[config.mk]
export PLATFORM = sky130hd
export DESIGN_NAME = line_buffer_ctrl
export DESIGN_NICKNAME = d
export VERILOG_FILES = /design/src/rtl/line_buffer_ctrl.sv
export SDC_FILE = /design/constraint.sdc
export NUM_CORES = 1
export LEC_CHECK = 0
export ABC_AREA = 1
export ABC_CLOCK_PERIOD_IN_PS = 1350
export BUFFER_PORTS_ARGS = -buffer_cell sky130_fd_sc_hd__buf_2
export CORE_ASPECT_RATIO = 0.6
export CORE_UTILIZATION = 49
export DETAILED_ROUTE_END_ITERATION = 8
export PLACE_DENSITY = 0.77
export SYNTH_ARGS = -nofsm -noshare
export SYNTH_HDL_FRONTEND = slang
export SYNTH_SLANG_ARGS = --single-unit
[constraint.sdc]
create_clock -name clk -period 1.35 [get_ports clk]
set_clock_uncertainty 0.05 [all_clocks]
set_input_delay 0.27 -clock clk [delete_from_list [all_inputs] [get_ports clk]]
set_output_delay 0.27 -clock clk [all_outputs]
set_load 0.02 [all_outputs]
[src/rtl/line_buffer_ctrl.sv]
// ============================================================================
// Module   : line_buffer_ctrl
// Purpose  : Address/enable sequencer for a multi-line pixel window buffer.
//            Optional zero-line drain after frame end: LBCTRL_DRAIN_EN.
// Revision : 1.0 - initial release
// ============================================================================
`default_nettype none

module line_buffer_ctrl #(
    parameter int SCREENWIDTH = 1600,
    parameter int BUF_DEPTH   = 3,
    parameter int GAP_CYCLES  = 8,
    parameter int LINE_W      = 11
) (
    input  logic                            clk,
    input  logic                            rst_n,
    input  logic                            dv_i,
    input  logic                            hs_i,
    input  logic                            vs_i,
    output logic [$clog2(SCREENWIDTH)-1:0]  addr_o,
    output logic                            rd_en_o,
    output logic                            wr_en_o,
    output logic                            dv_o,
    output logic                            hs_o,
    output logic                            vs_o,
    output logic                            zero_fill_o,
    output logic                            win_valid_o,
    output logic [LINE_W-1:0]               line_cnt_o,
    output logic [$clog2(SCREENWIDTH):0]    line_width_o,
    output logic                            width_err_o,
    output logic                            overrun_o
);

    localparam int c_AW = $clog2(SCREENWIDTH);
    localparam int c_WW = c_AW + 1;

    localparam logic [2:0] c_IDLE  = 3'd0;
    localparam logic [2:0] c_FILL  = 3'd1;
    localparam logic [2:0] c_RUN   = 3'd2;

    localparam logic [c_WW-1:0]   c_SW        = c_WW'(SCREENWIDTH);
    localparam logic [c_AW-1:0]   c_ADDR_MAX  = c_AW'(SCREENWIDTH - 1);
    localparam logic [LINE_W-1:0] c_FILL_LAST = LINE_W'(BUF_DEPTH - 2);

    logic [2:0]      r_state;
    logic [2:0]      w_state_nxt;
    logic [c_WW-1:0] r_cnt;
    logic            r_vld_d;
    logic            r_first;
    logic            w_vs_rise;
    logic            w_vld;
    logic            w_line_end;
    logic            w_abort;
    logic            w_sdv;

    assign w_vs_rise  = vs_i & ~vs_o;
    // A pixel coinciding with vs rising already belongs to the new frame.
    assign w_vld      = dv_i & ((r_state != c_IDLE) | w_vs_rise);
    assign w_line_end = r_vld_d & ~w_vld;

`ifdef LBCTRL_DRAIN_EN
    localparam logic [2:0] c_DRAIN = 3'd3;
    localparam logic [2:0] c_DGAP  = 3'd4;
    localparam int c_GW = $clog2(GAP_CYCLES + 1);
    localparam int c_DW = $clog2(BUF_DEPTH + 1);
    localparam logic [c_GW-1:0] c_GAP_LAST = c_GW'(GAP_CYCLES - 1);
    localparam logic [c_DW-1:0] c_DLAST    = c_DW'(BUF_DEPTH - 2);

    logic [c_GW-1:0] r_gap;
    logic [c_DW-1:0] r_dline;
    logic [c_WW-1:0] w_lw_m1;

    assign w_lw_m1 = line_width_o - 1'b1;
    assign w_abort = dv_i & ((r_state == c_DRAIN) | (r_state == c_DGAP));
    assign w_sdv   = (r_state == c_DRAIN) & ~dv_i & ~w_vs_rise;

    always_ff @(posedge clk) begin
        if (!rst_n) begin
            zero_fill_o <= 1'b0;
            r_gap       <= '0;
            r_dline     <= '0;
        end else begin
            zero_fill_o <= w_sdv;
            r_gap       <= (r_state == c_DGAP) ? r_gap + 1'b1 : '0;
            if (r_state == c_RUN)
                r_dline <= '0;
            else if ((r_state == c_DGAP) && (r_gap == c_GAP_LAST))
                r_dline <= r_dline + 1'b1;
        end
    end
`else
    logic w_unused_gap;

    assign w_unused_gap = (GAP_CYCLES > 0);
    assign w_abort      = 1'b0;
    assign w_sdv        = 1'b0;
    assign zero_fill_o  = 1'b0;
`endif

    always_comb begin
        w_state_nxt = r_state;
        case (r_state)
            c_IDLE: if (w_vs_rise) w_state_nxt = c_FILL;
            c_FILL: begin
                if (w_vs_rise)
                    w_state_nxt = c_FILL;
                else if (w_line_end && (line_cnt_o == c_FILL_LAST))
                    w_state_nxt = c_RUN;
            end
            c_RUN: begin
                if (w_vs_rise) begin
`ifdef LBCTRL_DRAIN_EN
                    if (dv_i || (line_width_o == '0))
                        w_state_nxt = c_FILL;
                    else
                        w_state_nxt = c_DRAIN;
`else
                    w_state_nxt = c_FILL;
`endif
                end
            end
`ifdef LBCTRL_DRAIN_EN
            c_DRAIN: begin
                if (dv_i || w_vs_rise)
                    w_state_nxt = c_FILL;
                else if (r_cnt == w_lw_m1)
                    w_state_nxt = c_DGAP;
            end
            c_DGAP: begin
                if (dv_i || w_vs_rise)
                    w_state_nxt = c_FILL;
                else if (r_gap == c_GAP_LAST)
                    w_state_nxt = (r_dline == c_DLAST) ? c_FILL : c_DRAIN;
            end
`endif
            default: w_state_nxt = c_IDLE;
        endcase
    end

    always_ff @(posedge clk) begin
        if (!rst_n) begin
            r_state      <= c_IDLE;
            r_cnt        <= '0;
            r_vld_d      <= 1'b0;
            r_first      <= 1'b0;
            dv_o         <= 1'b0;
            hs_o         <= 1'b0;
            vs_o         <= 1'b0;
            line_cnt_o   <= '0;
            line_width_o <= '0;
            width_err_o  <= 1'b0;
            overrun_o    <= 1'b0;
        end else begin
            r_state <= w_state_nxt;
            dv_o    <= w_vld | w_sdv;
            hs_o    <= hs_i;
            vs_o    <= vs_i;
            r_vld_d <= w_vld;

            // Overrun pixel is pixel 0 of the new line, so the count resumes at 1.
            if (w_abort)
                r_cnt <= c_WW'(1);
            else if (w_sdv)
                r_cnt <= (r_cnt == w_lw_m1_or_zero()) ? '0 : r_cnt + 1'b1;
            else if (w_vld) begin
                if (r_cnt == c_SW)
                    width_err_o <= 1'b1;
                else
                    r_cnt <= r_cnt + 1'b1;
            end else
                r_cnt <= '0;

            if (w_line_end) begin
                if (r_first) begin
                    line_width_o <= r_cnt;
                    r_first      <= 1'b0;
                end else if (r_cnt != line_width_o)
                    width_err_o <= 1'b1;
                if (line_cnt_o != '1)
                    line_cnt_o <= line_cnt_o + 1'b1;
            end

            if (w_abort)
                overrun_o <= 1'b1;

            // Frame start is applied last so it overrides a coincident line end.
            if (w_vs_rise) begin
                line_cnt_o  <= '0;
                width_err_o <= 1'b0;
                overrun_o   <= 1'b0;
                r_first     <= 1'b1;
            end
        end
    end

    function automatic logic [c_WW-1:0] w_lw_m1_or_zero();
`ifdef LBCTRL_DRAIN_EN
        return w_lw_m1;
`else
        return '0;
`endif
    endfunction

    assign addr_o      = w_abort ? '0 : ((r_cnt >= c_SW) ? c_ADDR_MAX : r_cnt[c_AW-1:0]);
    assign rd_en_o     = (dv_i & (r_state != c_IDLE)) | dv_o;
    assign wr_en_o     = dv_o;
    assign win_valid_o = dv_o & ((r_state == c_RUN) | zero_fill_o);

endmodule

`default_nettype wire

Word-level counts from Yosys, hierarchy flattened
Index checks and enable logic that the tools add are counted.
W data, S select, Z words.
Word-level totals
  flip-flop bits (word level): 43
  input bits: 5
  output and inout bits: 43
  logic and storage cells: 52
Cells by class
  $add $sub $neg: 2
  magnitude comparators: 1
  equality and inequality tests: 8
  mux-type cells: 12
  bitwise operators: 10
  reductions and logical operators: 10
Operator list (number)
  $add A12 B1 Y12 const B: 1
  $eq A12 B11 Y1 const B: 1
  $ge A12 B11 Y1 const B: 1
  $ne A12 B12 Y1: 1
  $add A11 B1 Y11 const B: 1
  $eq A11 B1 Y1 const B: 1
  $mux W11: 1
  $ne A11 B11 Y1 const B: 1
  $mux W3: 3
  $reduce_and A2 Y1: 4
  $mux W1: 7
  $pmux W3 S2: 1
  $and A1 B1 Y1: 5
  $reduce_or A2 Y1: 2
  $eq A3 B1 Y1 const B: 1
  $eq A3 B2 Y1 const B: 1
  $logic_not A3 Y1: 1
  $ne A3 B3 Y1 const B: 1
  $not A1 Y1: 3
  $reduce_bool A3 Y1: 1
  $ne A2 B1 Y1 const B: 1
  $or A1 B1 Y1: 2
  $reduce_bool A2 Y1: 1
  $logic_and A1 B1 Y1: 1

Longest topological paths before layout
Gate-level depths: netlist (run 1).
  depth after elaboration: 10
  depth in mapped cells: 9

Worst setup path after synthesis (run 1)
No wires, ideal clock.
  path kind: register to register
  from: register line_cnt_o[0]
  to: register line_cnt_o[5]
  library setup time: 0.141 ns
  data arrival time: 1.447 ns
  required time: 1.159 ns
  slack: -0.288 ns
  stages on the path, launching flop included: 10
  path buffers: 1
  period minus slack after synthesis: 1.638 ns
  cells stage by stage: dfxtp_1 -> ha_1 -> inv_1 -> nor2_4 -> nand3_2 -> nand2_4 -> inv_4 -> buf_8 -> nand2_2 -> a21oi_2
On the way
  word-level cells in the longest chain between the ends: 2
  elaborated cells between the ends (all ways): 3
  classes of those cells: add/sub (1); eq/ne (1); reduce/logical (1)
Ends and longest elaborated chain
  start: declaration: line 28  | output logic [LINE_W-1:0] line_cnt_o,
  start signal: assignment: line 180  | line_cnt_o <= line_cnt_o + 1'b1;
  branches (longest 2 deep; another with $add A11 B1 Y11)
Several ways; the timed one is not identified.
A chain may end at the register's enable or synchronous reset.

Worst setup path after layout (run 1)
  from: register r_cnt[8]
  to: output addr_o[4]
On the way
  word-level cells in the longest chain between the ends: 2
Ends and longest elaborated chain
  start: declaration: line 47  | logic [c_WW-1:0] r_cnt;
  start signal: assignment: line 162  | r_cnt <= c_WW'(1);
  start signal: assignment: line 164  | r_cnt <= (r_cnt == w_lw_m1_or_zero()) ? '0 : r_cnt + 1'b1;
  start signal: assignment: line 169  | r_cnt <= r_cnt + 1'b1;
  $ge A12 B11 Y1: line 204  | assign addr_o = w_abort ? '0 : ((r_cnt >= c_SW) ? c_ADDR_MAX : r_cnt[c_AW-1:0]);
  $mux W11: line 204
  end: declaration: line 20  | output logic [$clog2(SCREENWIDTH)-1:0] addr_o,
No other way between the ends.

==> run summary, run 1 <==
Die Area - 5180 um2
Drt pass-1 iters - 5
Initial Utilization - 51.6%
Max Slew Vio Count - 0
Layout cell share with drive strength beyond 1 - 52.3%
Unrepaired setup endpoints after global routing - true
TritonCTS Sinks - 42
Antenna-violating nets left - 0
Multi-input gate area - 1620 um2
Cell type with the largest total area after synthesis - dfxtp_1
Finish-stage setup viols - 39
Sequential area share after synthesis - 35.1%
Hold Crit Start - hs_i
Synthesis-to-finish area growth - 51.4%
Largest net degree at the start of global routing - 14
CP required - 1.03 ns
Violated checks - negative setup slack
Min cycle time layout - 1.86 ns
Core area - 4640 um2
Synth Area in XOR/XNOR - 3.66%
Clock Tree Root - clkbuf_8
Mux share of post-synthesis cell area - 0%
GR Util met3 - 4.64%
Io pins - 48
Post-Route WL - 7790 um
Arrival time of the worst setup path - 1.54 ns
Finished Core Util - 78.2%
# Max-Cap Violations - 0
Register area - 898 um2
Simple-gate share of the synthesized area - 35.8%
Cell count of the worst reg-to-reg path - 9
Final non-filler cell area - 3620 um2
CP Cell Sequence - nor3_4, inv_2, o22ai_4, buf_6, nand2_2, buf_6
Clk slew on worst S/H paths - 0.08 ns
IO Port Bufs - 45
Residual DRC count - 0
Crit path capture type - output port
Crit path max fanout - 6
Maximum clock frequency - 0.538 GHz
Static leakage - 1.62 nW
VDD IR max - 608 uV
CTS Buf Count - 5
Cell with the most instances after synthesis - nand2_1
Number of synthesized register bits - 42
# fillers - 301
Final worst slack - -0.509 ns
Status - complete, but fails checks
Kind of start point of the critical path - flop
Via density - 5.34
Die Wd - 92.2 um
Post-synth EDFFs - 0
All-Layer GR Usage - 26.0%
# diodes - 0
Dpl hpwl - 4500 um
Met2 GRT Util - 38.4%
Die height - 56.1 um
Hold/Removal Path Class - in2reg
Routability cong. - 0.889
Worst skew pair latency - 0.30 ns
Cell Area, Synth - 2390 um2
Row count - 19
Top FF cell, synth - dfxtp_1
Post-synth top cells - 103 x nand2_1, 48 x inv_1, 42 x dfxtp_1, 27 x a21oi_1, 23 x nor2_1
Complex-gate fraction of the synthesized area - 11.4%
Routed len/inst - 15.4 um
Fin. Hold Viols - 0
Final period utilization - 138%
Critical path type - reg2out
CTS tree - done
Async S/R FF share, synth - 0%
Met1 Resource Use GR - 39.1%
Synth top area cells - dfxtp_1 35%, nand2_1 16%, inv_1 7.5%, a21oi_1 5.6%, nand3_1 3.8%
PD cells - 678 nW/um2
FF-to-FF Start - line_cnt_o[1]
DR vias - 2698
Max stage delay on crit path - 0.34 ns
Number of global-route vias before repair - 2243
Syn. warnings - 0
CP most frequent cell - buf_6
Area after DPL - 2950 um2
Power, Total - 2.46 mW
CP max-delay cell - dfxtp_2
GRT overflow - 0
Initial antenna violation count - 0
Reg-to-reg endpoint - line_cnt_o[1]
First-pass GRT wire length - 10600 um
Syn_area_per_cell - 6.88 um2
Layer with the highest usage - met1
Flop2flop setup slack - -0.09 ns
Longest Clk Path Bufs - 2
Area share of the largest cell type after synthesis - 35.1%
Adder-cell area share of the yosys netlist - 2.09%
# nets final - 450
Iter 0 DRT Violations - 256
Synthesized instance count - 348
Synth unique cells - 35
Hold Path Cell Cnt - 3
Hold EP - hs_o
H-tree Lvls - 2
Main combinational cell family by area after synthesis - simple AND/OR/NAND/NOR gates
-- kinds of logic (layout without fill, tap and decap cells) --
family / after synthesis / count (layout)
other: 1 / 2
AND/OR/NAND/NOR: 182 / 183
adder cells (fa/ha/maj): 4 / 4
buffers and inverters: 65 / 157
AO/OA/AOI/OAI: 44 / 44
XOR/XNOR: 10 / 10
flip-flops: 42 / 42
-- cells in the final DEF, fill, tap and decap left out, types with 2 or more instances in the layout --
cell type  count
nand2_4        7
nand3_1       11
nand3_2        6
inv_1         40
clkbuf_8       6
dfxtp_4       11
o21ai_0        3
buf_4         42
nor3_2         5
dfxtp_2       13
nor2_2         6
buf_2         34
nand3_4        2
a21oi_1       14
xnor2_1        3
nand4_1        7
nand2_1       85
inv_2          9
inv_4          2
a21oi_2       22
nand2_8        3
nor2_1        14
o21ai_1        2
nor3_4         2
ha_1           2
xor2_1         6
nand2_2       20
conb_1         2
dfxtp_1       18
nor2_4         9
buf_6         18
-- sequential cells by signal (all words and copies together) (netlist names) --
signal        cells
line_width_o     12
vs_o              1
hs_o              1
r_vld_d           1
line_cnt_o       11
r_cnt            12
r_state           2
r_first           1
width_err_o       1
-- layout make-up --
type	instances	area share, %
multi-input cells	243	44.6
flip-flops and latches	42	24.8
repair buffers	95	19.5
inverters	52	5.94
clock buffers	7	2.38
well taps	63	2.17
repair inverters	2	0.483
clock inverters	1	0.138
-- where the power goes --
part | internal, mW | switching [mW]
sequential | 1.24 | 0.0199
clock | 0.414 | 0.468
combinational | 0.122 | 0.198
-- per-stage QoR --
step                worst slack [ns]  hold slack, ns  cells  TNS, ns
CTS                           -0.461          0.0967    493    -4.80
global placement              -0.133           0.403    477    -1.13
detailed placement            -0.177           0.408    477    -1.73
floorplan                     -0.137           0.313    349   -0.853
finish                        -0.509          0.0922    505    -6.24
global route                  -0.571           0.104    505    -8.70
-- worst max-delay path, delay by kind of cell, from the launching register on --
kind	cells	cell delay [ns]
flip-flops	1	0.34
AND/OR/NAND/NOR	2	0.26
buffers and inverters	3	0.38
AO/OA/AOI/OAI	1	0.26
-- what timing repair did --
action	4_1_cts	5_1_grt
gates resized for setup	40	96
endpoints found under the setup margin	20	47
pin swaps	8	45
gates cloned	1	2
hold buffers	0	0
setup buffers	7	11
endpoints found under the hold margin	0	0
-- per-layer routing --
layer / share of wire, % / vias to the layer above
met4: 2.1 / 0
li1: - / 1279
met3: 8.5 / 23
met5: 0 / -
met2: 45 / 155
met1: 44 / 1241
-- how the worst max path moves through the flow --
| stage | startpoint | to | slack (ns) | depth (start not counted) |
|---|---|---|---|---|
| 5_1_grt | r_cnt[8] | addr_o[4] | -0.57 | 6 |
| 4_1_cts | r_cnt[11] | addr_o[9] | -0.46 | 6 |
| 2_1_floorplan | r_cnt[8] | addr_o[6] | -0.14 | 6 |
| 3_5_place_dp | r_cnt[8] | addr_o[3] | -0.18 | 6 |
| 6_report | r_cnt[8] | addr_o[4] | -0.51 | 6 |
| 3_3_place_gp | r_cnt[8] | addr_o[2] | -0.13 | 6 |
(Power assumes the default switching activity.)
==> inputs of run 2 (changes only) <==
Settings changed: BUFFER_PORTS_ARGS -buffer_cell sky130_fd_sc_hd__buf_2 to -buffer_cell sky130_fd_sc_hd__buf_4.
==> run summary, run 2 (synthesis gave the netlist of run 1 again) <==
Status - complete, but fails checks
Violated checks - negative setup slack
PD cells - 717 nW/um2 (+5.7%)
CTS Buf Count - 5 (unchanged)
Min cycle time layout - 1.81 ns (-0.0512 ns)
Die height - 56.1 um (unchanged)
Io pins - 48 (unchanged)
Crit path max fanout - 7 (+1)
Combinational Power Share - 14.2% (+1.2 points)
Core area - 4640 um2 (unchanged)
Static leakage - 1.68 nW (+3.9%)
Finished Core Util - 82.7% (+4.5 points)
Antenna-violating nets left - 0 (unchanged)
DR vias - 2947 (+9.2%)
Fin. Hold Viols - 0 (unchanged)
Routability cong. - 0.863 (-2.9%)
Int Power - 2.02 mW (+14%)
Met1 Resource Use GR - 38.2% (-0.83 points)
Reg power frac - 46.3% (-4.8 points)
# nets final - 458 (+1.8%)
Final period utilization - 134% (-3.8 points)
Post-CTS Hold Fix Bufs - 0 (unchanged)
FF-to-FF Start - r_cnt[3]
Dpl hpwl - 4750 um (+5.6%)
Final worst slack - -0.458 ns (+0.0512 ns)
Die Wd - 92.2 um (unchanged)
Clk slew on worst S/H paths - 0.09 ns (about the same)
GRT overflow - 0 (unchanged)
Routed len/inst - 18.2 um (+18%)
Clk pwr share - 39.5% (+3.6 points)
Layout cell share with drive strength beyond 1 - 54.2% (+2.0 points)
Via density - 5.74 (+7.5%)
Commonest non-fill, non-tap cell in the layout - buf_4
Post-Route WL - 9330 um (+20%)
Unrepaired setup endpoints after global routing - true
Worst slack at placement - -0.177 ns (+0.000421 ns)
# Max-Cap Violations - 0 (unchanged)
Initial Utilization - 51.6% (unchanged)
Hold Crit Start - hs_i
First-pass GRT wire length - 11100 um (+5.0%)
TritonCTS Sinks - 42 (unchanged)
# fillers - 254 (-16%)
# diodes - 0 (unchanged)
Register area - 880 um2 (-2.1%)
Hold Path Cell Cnt - 3 (unchanged)
Initial antenna violation count - 0 (unchanged)
Iter 0 DRT Violations - 430 (+68%)
Synthesis-to-finish area growth - 60.2%
Die Area - 5180 um2 (unchanged)
Arrival time of the worst setup path - 1.49 ns (-0.05 ns)
Number of global-route vias before repair - 2369 (+5.6%)
Hold/Removal Path Class - in2reg
Sw Share - 26.7% (-1.2 points)
Drt pass-1 iters - 6 (+1)
Largest regs - line_width_o: 12 flops, r_cnt: 12 flops, line_cnt_o: 11 flops
Met2 GRT Util - 45.1% (+6.7 points)
IO Port Bufs - 45 (unchanged)
CTS tree - done
CP max-delay cell - dfxtp_2
Multi-input gate area - 1660 um2 (+2.9%)
Residual DRC count - 0 (unchanged)
Row count - 19 (unchanged)
Crit path capture type - output port
Finish-stage setup viols - 37 (-5.1%)
Kind of start point of the critical path - flop
Net Sw Power - 733 uW (+6.8%)
All-Layer GR Usage - 27.9% (+1.8 points)
CP required - 1.03 ns (about the same)
Max stage delay on crit path - 0.35 ns (about the same)
Max Slew Vio Count - 0 (unchanged)
Longest Clk Path Bufs - 2 (unchanged)
Layer with the highest usage - met2
Critical path type - reg2out
Worst skew pair latency - 0.30 ns (about the same)
Commonest cells after routing, fill and taps aside - 90 x buf_4, 84 x nand2_1, 35 x inv_1
Largest net degree at the start of global routing - 14 (unchanged)
Cell count of the worst reg-to-reg path - 6 (-3)
Maximum clock frequency - 0.553 GHz (+2.8%)
H-tree Lvls - 2 (unchanged)
Setup crit start - r_cnt[11]
Clock Tree Root - clkbuf_8
VDD IR max - 600 uV (-1.4%)
CP Cell Sequence - nor3_4, inv_2, o22ai_4, buf_12, nand2_1, buf_4
GR Util met3 - 5.33% (+0.68 points)
run 2: layout make-up:
class                           instances  area share (%)
Inverter                               52            5.68
Sequential cell                        42            22.9
Clock inverter                          1           0.783
Timing Repair Buffer                  103            22.4
Multi-Input combinational cell        243            43.3
Clock buffer                            7            2.25
Tap cell                               63            2.06
Timing Repair inverter                  2           0.522
run 2: path summary, 6_finish.rpt:
| path | slack [ns] | to |
|---|---|---|
| max | -0.46 | addr_o[4] |
| max reg2reg | -0.22 | r_cnt[7] |
| min reg2reg | 0.45 | line_width_o[1] |
| min | 0.09 | hs_o |
run 2: critical path: cells and delay by family, from the launching register on:
| kind | cells | cell delay, ns |
|---|---|---|
| AO/OA/AOI/OAI | 1 | 0.17 |
| flip-flops | 1 | 0.35 |
| buffers and inverters | 3 | 0.38 |
| AND/OR/NAND/NOR | 2 | 0.28 |
run 2: layer usage:
layer,up-vias,share of wire [%]
li1,1291,-
met1,1341,39
met2,236,44
met3,79,11
met4,0,6.0
met5,-,0
run 2: power by group through the flow:
stage / sequential, mW / clock [mW] / combinational [mW]
floorplan: 1.31 / 0 / 0.144
global placement: 1.30 / 0 / 0.240
detailed placement: 1.30 / 0 / 0.242
CTS: 1.27 / 1.07 / 0.270
global route: 1.27 / 1.14 / 0.407
finish: 1.27 / 1.09 / 0.390
run 2: metrics by stage:
stage               instance area (um2)  setup TNS, ns  power [mW]  hold WS [ns]  std cells
CTS                                3350          -4.55        2.61        0.0959        495
finish                             3830          -6.68        2.75        0.0933        513
floorplan                          2480         -0.853        1.45         0.313        349
global route                       3830          -9.76        2.82        0.0959        513
global placement                   3080         -0.720        1.54         0.407        478
detailed placement                 3080          -1.83        1.54         0.410        478
run 2: repair_timing:
action / 4_1_cts / 5_1_grt
setup endpoints to repair: 37 / 46
cloned: 0 / 4
gates resized for setup: 31 / 93
pin swaps: 13 / 38
setup buffers: 9 / 15
==> inputs of run 3 (changes only) <==
Settings changed: ABC_CLOCK_PERIOD_IN_PS 1350 to not set, PLACE_DENSITY 0.77 to not set, PLACE_DENSITY_LB_ADDON set to 0.12, RECOVER_POWER set to 100.
==> run summary, run 3 (synthesis gave the netlist of run 1 again) <==
Hold Path Cell Cnt - 3 (unchanged)
IO Port Bufs - 45 (unchanged)
Min cycle time layout - 1.75 ns (-0.0605 ns)
CP max-delay cell - dfxtp_2
Drt pass-1 iters - 5 (-1)
PD cells - 710 nW/um2 (-0.88%)
Reg-to-reg endpoint - r_cnt[4]
Number of global-route vias before repair - 2073 (-12%)
Final worst slack - -0.397 ns (+0.0605 ns)
Sw Share - 25.4% (-1.2 points)
Row count - 19 (unchanged)
Die Area - 5180 um2 (unchanged)
TritonCTS Sinks - 42 (unchanged)
Critical path type - reg2out
Io pins - 48 (unchanged)
Largest net degree at the start of global routing - 14 (unchanged)
Hold Crit Start - hs_i
Synthesis-to-finish area growth - 58.4%
Commonest cells after routing, fill and taps aside - 81 x nand2_1, 53 x buf_4, 35 x inv_1
Longest Clk Path Bufs - 2 (unchanged)
Dpl hpwl - 4570 um (-3.7%)
Largest regs - line_width_o: 12 flops, r_cnt: 12 flops, line_cnt_o: 11 flops
Clock Tree Root - clkbuf_8
Crit path capture type - output port
Status - complete, but fails checks
Crit path max fanout - 7 (unchanged)
GRT overflow - 0 (unchanged)
Maximum clock frequency - 0.572 GHz (+3.5%)
Via density - 5.10 (-11%)
# diodes - 0 (unchanged)
Routed len/inst - 14.4 um (-21%)
Initial antenna violation count - 0 (unchanged)
H-tree Lvls - 2 (unchanged)
Post-CTS Hold Fix Bufs - 0 (unchanged)
Clk pwr share - 39.6% (about the same)
Worst slack at placement - -0.111 ns (+0.0661 ns)
Combinational Power Share - 13.2% (-1.0 points)
Die Wd - 92.2 um (unchanged)
Post-Route WL - 7320 um (-21%)
Violated checks - negative setup slack
Int Power - 2.01 mW (-0.39%)
Layout cell share with drive strength beyond 1 - 50.2% (-4.0 points)
Static leakage - 1.65 nW (-2.0%)
Clk slew on worst S/H paths - 0.08 ns (about the same)
Hold/Removal Path Class - in2reg
Kind of start point of the critical path - flop
Arrival time of the worst setup path - 1.43 ns (-0.06 ns)
VDD IR max - 502 uV (-16%)
Worst skew pair latency - 0.31 ns (about the same)
DR vias - 2587 (-12%)
Residual DRC count - 0 (unchanged)
Fin. Hold Viols - 0 (unchanged)
Placed cell count - 481 (+0.63%)
Max Slew Vio Count - 0 (unchanged)
Final std cells w/o fill - 507 (-1.2%)
FF-to-FF Start - vs_o
Finish-stage setup viols - 42 (+14%)
CP Cell Sequence - nor3_4, inv_2, o22ai_4, buf_12, nand2_2, buf_6
Flop2flop setup slack - -0.33 ns (-0.11 ns)
Antenna-violating nets left - 0 (unchanged)
Power, Total - 2.69 mW (-2.0%)
Cell count of the worst reg-to-reg path - 9 (+3)
Final period utilization - 129% (-4.5 points)
Finished Core Util - 81.8% (-0.94 points)
CP Buf/Inv Count - 3 (unchanged)
Max stage delay on crit path - 0.34 ns (about the same)
# nets final - 452 (-1.3%)
Reg power frac - 47.2% (+0.9 points)
Commonest non-fill, non-tap cell in the layout - nand2_1
# Max-Cap Violations - 0 (unchanged)
Iter 0 DRT Violations - 206 (-52%)
CTS tree - done
Smallest hold slack - 0.108 ns (+0.0146 ns)
Unrepaired setup endpoints after global routing - true
Hold EP - hs_o
Net Sw Power - 685 uW (-6.5%)
Routability cong. - 0.843 (-2.3%)
Initial Utilization - 51.6% (unchanged)
Core area - 4640 um2 (unchanged)
Die height - 56.1 um (unchanged)
Cell family with most CP delay - buffers and inverters
CP required - 1.03 ns (about the same)
CTS Buf Count - 5 (unchanged)
All-Layer GR Usage - 25.2% (-2.7 points)
First-pass GRT wire length - 9990 um (-10%)
run 3: cell count changes in the layout (fill, tap and decap cells not counted), moves of 5 or more:
cell	delta
buf_4	-37
buf_6	+16
clkbuf_1	+15
nand2_4	+8
nand2_2	-5
run 3: through the flow:
stage | instance area, um2 | setup TNS (ns)
final | 3790 | -8.21
after global routing | 3790 | -11.60
after floorplan | 2480 | -0.853
after CTS | 3370 | -4.11
after detailed placement | 3110 | -1.07
after global placement | 3110 | -0.776
run 3: final cells by class:
type	count	area (um2)
Multi-Input combinational cell	242	1680
Inverter	52	220
Timing Repair Buffer	99	820
Sequential cell	42	865
Clock inverter	1	30.0
Timing Repair inverter	1	16.3
Clock buffer	7	86.3
Fill cell	300	845
Tap cell	63	78.8
run 3: worst max-delay path by stage:
stage / from / endpoint / slack (ns) / cells after the start
after global placement: r_cnt[8] / addr_o[8] / -0.08 / 7
after detailed placement: r_cnt[8] / addr_o[8] / -0.11 / 7
after CTS: r_cnt[11] / addr_o[1] / -0.38 / 6
after floorplan: r_cnt[8] / addr_o[6] / -0.14 / 6
final: r_cnt[11] / addr_o[5] / -0.40 / 6
after global routing: r_cnt[11] / addr_o[5] / -0.46 / 6
run 3: power groups by stage:
stage                     Combinational (mW)  Sequential, mW  Clock (mW)
after detailed placement               0.251            1.30           0
after global placement                 0.248            1.30           0
after floorplan                        0.144            1.31           0
after global routing                   0.377            1.27        1.11
final                                  0.357            1.27        1.07
after CTS                              0.268            1.27        1.07
run 3: per-layer routing:
layer  wire, um  track usage, %  share of wire (%)
met1       3430            38.8                 47
met2       3260            34.5                 45
met5          0               0                  0
met3        538            5.33                7.3
met4         95            7.59                1.3
run 3: worst reg2reg max path: cells and delay by family (launching register included):
kind,cells,cell delay [ns]
simple gates,3,0.52
compound gates,1,0.17
flops,1,0.33
buf+inv,5,0.57
run 3: timing repair:
action | in CTS | in global routing
cloned | 0 | 1
buffers inserted | 7 | 10
endpoints found under the setup margin | 19 | 43
pin swaps | 13 | 36
resized for setup | 33 | 115
